**config.mk**
```make
export PLATFORM = sky130hd
export DESIGN_NAME = dcache
export DESIGN_NICKNAME = d
export VERILOG_FILES = /design/src/rtl/dcache.sv
export SDC_FILE = /design/constraint.sdc
export NUM_CORES = 2
export LEC_CHECK = 0
export ABC_AREA = 1
export BUFFER_PORTS_ARGS = -buffer_cell sky130_fd_sc_hd__buf_2
export CORE_MARGIN = 5
export CORE_UTILIZATION = 55
export DETAILED_ROUTE_END_ITERATION = 7
export PLACE_DENSITY = 0.74
export SYNTH_ARGS = -nofsm -noshare
export SYNTH_HDL_FRONTEND = slang
export SYNTH_SLANG_ARGS = --single-unit
export TNS_END_PERCENT = 5
```
**constraint.sdc**
```tcl
create_clock -name clk -period 3.7 [get_ports clk]
set_clock_uncertainty 0.15 [all_clocks]
set_input_delay 0.74 -clock clk [delete_from_list [all_inputs] [get_ports clk]]
set_output_delay 0.74 -clock clk [all_outputs]
set_load 0.005 [all_outputs]
```
**src/rtl/dcache.sv**
```systemverilog
// Direct-mapped write-through data cache, one 32-bit word per line, in front of a
// fixed-latency backing store. Read hits finish combinationally; misses and writes stall.
module dcache #(
    parameter int DEPTH    = 64,
    parameter int LINES    = 8,
    parameter int MISS_LAT = 4
) (
    input  logic        clk,
    input  logic        reset,
    input  logic [31:0] mem_addr,
    input  logic [31:0] mem_data,
    input  logic        r_w,
    input  logic        MStrobe,
    output logic [31:0] mem_out,
    output logic        PCReady,
    output logic [15:0] hit_cnt,
    output logic [15:0] miss_cnt
);
    localparam int AW = $clog2(DEPTH) + 2;
    localparam int IW = $clog2(LINES);
    localparam int TW = AW - 2 - IW;
    localparam int CW = (MISS_LAT > 1) ? $clog2(MISS_LAT) : 1;

    typedef enum logic [1:0] {IDLE, BUSY, DONE} state_t;

    state_t        state, state_nxt;
    logic [CW-1:0] cnt;

    logic [LINES-1:0] valid;
    logic [TW-1:0]    tags    [LINES];
    logic [31:0]      lines   [LINES];
    logic [31:0]      backing [DEPTH];
    logic [31:0]      out_q;

    // Request latched at IDLE->BUSY so the processor may change its bus mid-transaction
    logic [AW-3:0] req_word;
    logic [31:0]   req_data;
    logic          req_wr;

    logic [AW-3:0] word;
    logic [IW-1:0] idx, r_idx;
    logic [TW-1:0] tag, r_tag;
    logic          hit, r_hit, rd_hit, start, finish;

    // Byte-offset bits and bits above the backing range are deliberately dropped
    logic unused_addr;
    assign unused_addr = ^{mem_addr[31:AW], mem_addr[1:0]};

    assign word  = mem_addr[AW-1:2];
    assign idx   = mem_addr[2+IW-1:2];
    assign tag   = mem_addr[AW-1:2+IW];
    assign r_idx = req_word[IW-1:0];
    assign r_tag = req_word[AW-3:IW];

    assign hit    = valid[idx] && (tags[idx] == tag);
    assign r_hit  = valid[r_idx] && (tags[r_idx] == r_tag);
    assign rd_hit = (state == IDLE) && MStrobe && !r_w && hit;
    assign start  = (state == IDLE) && MStrobe && !(!r_w && hit);
    assign finish = (state == BUSY) && (cnt == '0);

    always_comb begin
        state_nxt = state;
        PCReady   = 1'b1;
        mem_out   = out_q;
        case (state)
            IDLE: begin
                if (rd_hit) begin
                    mem_out = lines[idx];
                end else if (start) begin
                    PCReady   = 1'b0;
                    state_nxt = BUSY;
                end
            end
            BUSY: begin
                PCReady = 1'b0;
                if (cnt == '0) state_nxt = DONE;
            end
            DONE:    state_nxt = IDLE;
            default: state_nxt = IDLE;
        endcase
    end

    always_ff @(posedge clk) begin
        if (reset) begin
            state    <= IDLE;
            cnt      <= '0;
            valid    <= '0;
            out_q    <= '0;
            hit_cnt  <= '0;
            miss_cnt <= '0;
        end else begin
            state <= state_nxt;
            if (start)
                cnt <= CW'(MISS_LAT - 1);
            else if (state == BUSY && cnt != '0)
                cnt <= cnt - CW'(1);
            if (rd_hit && hit_cnt != '1)
                hit_cnt <= hit_cnt + 16'd1;
            if (start && !r_w && miss_cnt != '1)
                miss_cnt <= miss_cnt + 16'd1;
            if (finish && !req_wr) begin
                out_q        <= backing[req_word];
                valid[r_idx] <= 1'b1;
            end
        end
    end

    // Storage arrays carry no reset; their updates are still blocked while reset is high
    always_ff @(posedge clk) begin
        if (start) begin
            req_word <= word;
            req_data <= mem_data;
            req_wr   <= r_w;
        end
        if (!reset && finish) begin
            if (!req_wr) begin
                tags[r_idx]  <= r_tag;
                lines[r_idx] <= backing[req_word];
            end else begin
                backing[req_word] <= req_data;
                if (r_hit) lines[r_idx] <= req_data;
            end
        end
    end
endmodule

```
==> impl_metrics.env <==
export IMPL_ys_types=31
export IMPL_firstDrtPassIters=6
export IMPL_die_area_sq_um=184000
export IMPL_min_to="state[1]"
export IMPL_fin_crit_sh_pct=99.2
export IMPL_layout_drive_gt1_share_pct=11.0
export IMPL_clockBufferDepth=3
export IMPL_yosys_area_top_type_share_pct=73.5
export IMPL_worstHoldStart="reset"
export IMPL_yosysTopAreaCell="edfxtp_1"
export IMPL_ys_warn_count=0
export IMPL_final_setup_tns_ns=0
export IMPL_clock_latency_ns=0.87
export IMPL_synth_area_sq_um=96700
export IMPL_final_max_slew_viol_count=0
export IMPL_critical_path_buf_inv_count=6
export IMPL_yosysSeqAreaShare_pct=75.2
export IMPL_r2r_end="lines[7][12]"
export IMPL_drtAntennaViolNets=0
export IMPL_initial_core_util_pct=55.4
export IMPL_r2r_cells=11
export IMPL_synth_seq_cells=2449
export IMPL_grt_usage_pct=28.4
export IMPL_nets=7880
export IMPL_die_h_um=429
export IMPL_die_w_um=429
export IMPL_cts_setup_buffers=0
export IMPL_routedWlPerCell_um=26.1
export IMPL_grt_pass1_wl_um=393000
export IMPL_powerDensity_nw_per_um2=570
export IMPL_ctsRootBufferMaster="clkbuf_16"
export IMPL_synth_area_leaders="edfxtp_1, o21ai_0, nor2_1"
export IMPL_finalSetupViolations=0
export IMPL_num_rows=153
export IMPL_status="complete, no violations"
export IMPL_place_gp_congestion=0.902
export IMPL_maxSlewHeadroom_pct=2.21
export IMPL_slowest_stage="dlygate4sd3_1"
export IMPL_crit_path_start_kind="input port"
export IMPL_h_tree_depth=4
export IMPL_synthCells=7652
export IMPL_fillers=12200
export IMPL_port_buffers=106
export IMPL_whs_ns=0.0698
export IMPL_path_class="input port to primary output"
export IMPL_ff2ff_setup_slack_ns=0.29
export IMPL_avgSynthCellArea_sq_um=12.6
export IMPL_syn_to_final_growth_pct=14.1
export IMPL_maxCapViolations=0
export IMPL_clk_pin_slew_worst_paths_ns=0.06
export IMPL_dp_hpwl_um=145000
export IMPL_grt_pass1_vias=62100
export IMPL_cpMostUsedCell="buf_2"
export IMPL_core_area_sq_um=174000
export IMPL_hold_path_class="input port to register"
export IMPL_vias=65300
export IMPL_finalWorstSetupSlack_ns=0.0278
export IMPL_grt_start_max_net_pins=149
export IMPL_pre_cts_ws_ns=0.157
export IMPL_finalHoldViolCount=0
export IMPL_antenna_found_initial=9
export IMPL_cp_cell_sequence="dlygate4sd3_1 -> buf_2 -> inv_1 -> nand3_1 -> nand2_1 -> nor2_4 -> nand3_2 -> buf_12 -> o21ai_0 -> buf_4 -> buf_2"
export IMPL_drtIter0Drc=9268
export IMPL_whs_path_depth=2
export IMPL_ir_drop_mv=0.513
export IMPL_mostFrequentLayoutCell="edfxtp_1"
export IMPL_endpoint_kind="primary output"
export IMPL_layout_common_cells="edfxtp_1, nor2_1, o21ai_0"
export IMPL_fmax_mhz=272
export IMPL_period_minus_slack_ns=3.67
export IMPL_numCtsBuffers=227
export IMPL_p_leak_nw=36.2
export IMPL_io_pins=133
export IMPL_worst_slew_pin_transition_ns=1.47
export IMPL_cts_tree="done"
export IMPL_drt_total_wl_um=269000
export IMPL_rsz0062_at_grt="true"
export IMPL_cts_sinks=2449
export IMPL_max_stage_delay_ns=0.60
export IMPL_critPathArrivalTime_ns=2.78
export IMPL_drc=0
export IMPL_overflow=0
export IMPL_cp_required_ns=2.81
export IMPL_synth_nets=7723
export IMPL_cp_max_fo=64
export IMPL_cp_top_family="buffers and inverters"
export IMPL_viasPerCell=6.32
==> where the power goes <==
part | internal [W] | switching, W | leakage [nW] | total (W)
clock | 0.0135 | 0.0102 | 3.71 | 0.0236
sequential | 0.0309 | 0.000198 | 22.0 | 0.0311
combinational | 0.00221 | 0.00591 | 10.5 | 0.00812
total | 0.0466 | 0.0163 | 36.2 | 0.0629
==> cell families (layout without fill, tap and decap cells) <==
group | after synthesis | count (layout) | share of synthesized area [%]
AOI/OAI and AO/OA | 1912 | 1912 | 10.8
xor gates and xnor gates | 19 | 19 | 0.172
adders and majority gates | 3 | 3 | 0.0388
buffers and inverters | 632 | 987 | 2.75
DFF | 2449 | 2449 | 75.2
other | 0 | 7 | 0
and+or+nand+nor | 2637 | 2637 | 11.0
==> per-layer routing <==
| metal | GRT usage, % | wire length [um] | vias up | share of wire (%) |
|---|---|---|---|---|
| li1 | - | - | 28500 | - |
| met1 | 37.9 | 96100 | 31700 | 36 |
| met2 | 43.3 | 123000 | 4428 | 46 |
| met3 | 7.31 | 35000 | 698 | 13 |
| met4 | 15.4 | 15400 | 2 | 5.7 |
| met5 | 0 | 10 | - | 0.0037 |
==> cell usage after synthesis (all sizes together) <==
cell    number
o22ai      518
edfxtp    2367
clkbuf     363
ha           3
o21ai     1274
nand4        5
nand2      786
nor3        14
o211ai       1
clkinv       1
a21oi       55
xor2        11
o221ai      64
dfxtp       82
inv         87
buf        181
nor2      1279
nand3      550
nor4         3
xnor2        8
==> stage by stage <==
stage | util [%] | total power [W] | cell area (sq um) | cells
finish | 63.3 | 0.0629 | 110000 | 10300
floorplan | - | 0.0362 | 96700 | 7652
CTS | 63.2 | 0.0628 | 110000 | 10300
global placement | 58.7 | 0.0393 | 102000 | 9869
global route | 63.2 | 0.0648 | 110000 | 10300
detailed placement | 58.7 | 0.0395 | 102000 | 9869
==> cell type report <==
cell class | instances | area, sq um | share of cell area, %
diodes | 7 | 17.5 | 0.0159
clock buffers | 276 | 6010 | 5.45
clock inverters | 151 | 1570 | 1.43
inverters | 88 | 365 | 0.331
multi-input cells | 4571 | 21900 | 19.9
flip-flops and latches | 2449 | 72700 | 65.9
well taps | 2325 | 2910 | 2.64
repair buffers | 472 | 4800 | 4.35
==> worst max path at each step <==
stage                      from     endpoint  slack (ns)  cells past startpoint
floorplan                 reset  lines[7][0]        0.05                      8
global placement    mem_addr[2]  mem_out[25]        0.18                     14
detailed placement  mem_addr[2]  mem_out[25]        0.16                     13
CTS                         r_w  mem_out[18]       0.007                     11
global route         tags[3][0]  mem_out[14]       -0.04                     13
finish              mem_addr[6]   mem_out[9]        0.03                     11
==> flip-flops by register name, indices dropped and copies added (netlist names), 8 cells and up, named ones only <==
register	count
req_data	32
lines	256
out_q	32
backing	2048
tags	24
miss_cnt	16
hit_cnt	16
valid	8
==> repair_timing <==
action                     in CTS  in global routing
setup endpoints to repair       3                 22
hold buffers                   36                  0
resized for setup               3                 12
hold endpoints to repair       36                  0
(Power assumes the default switching activity.)
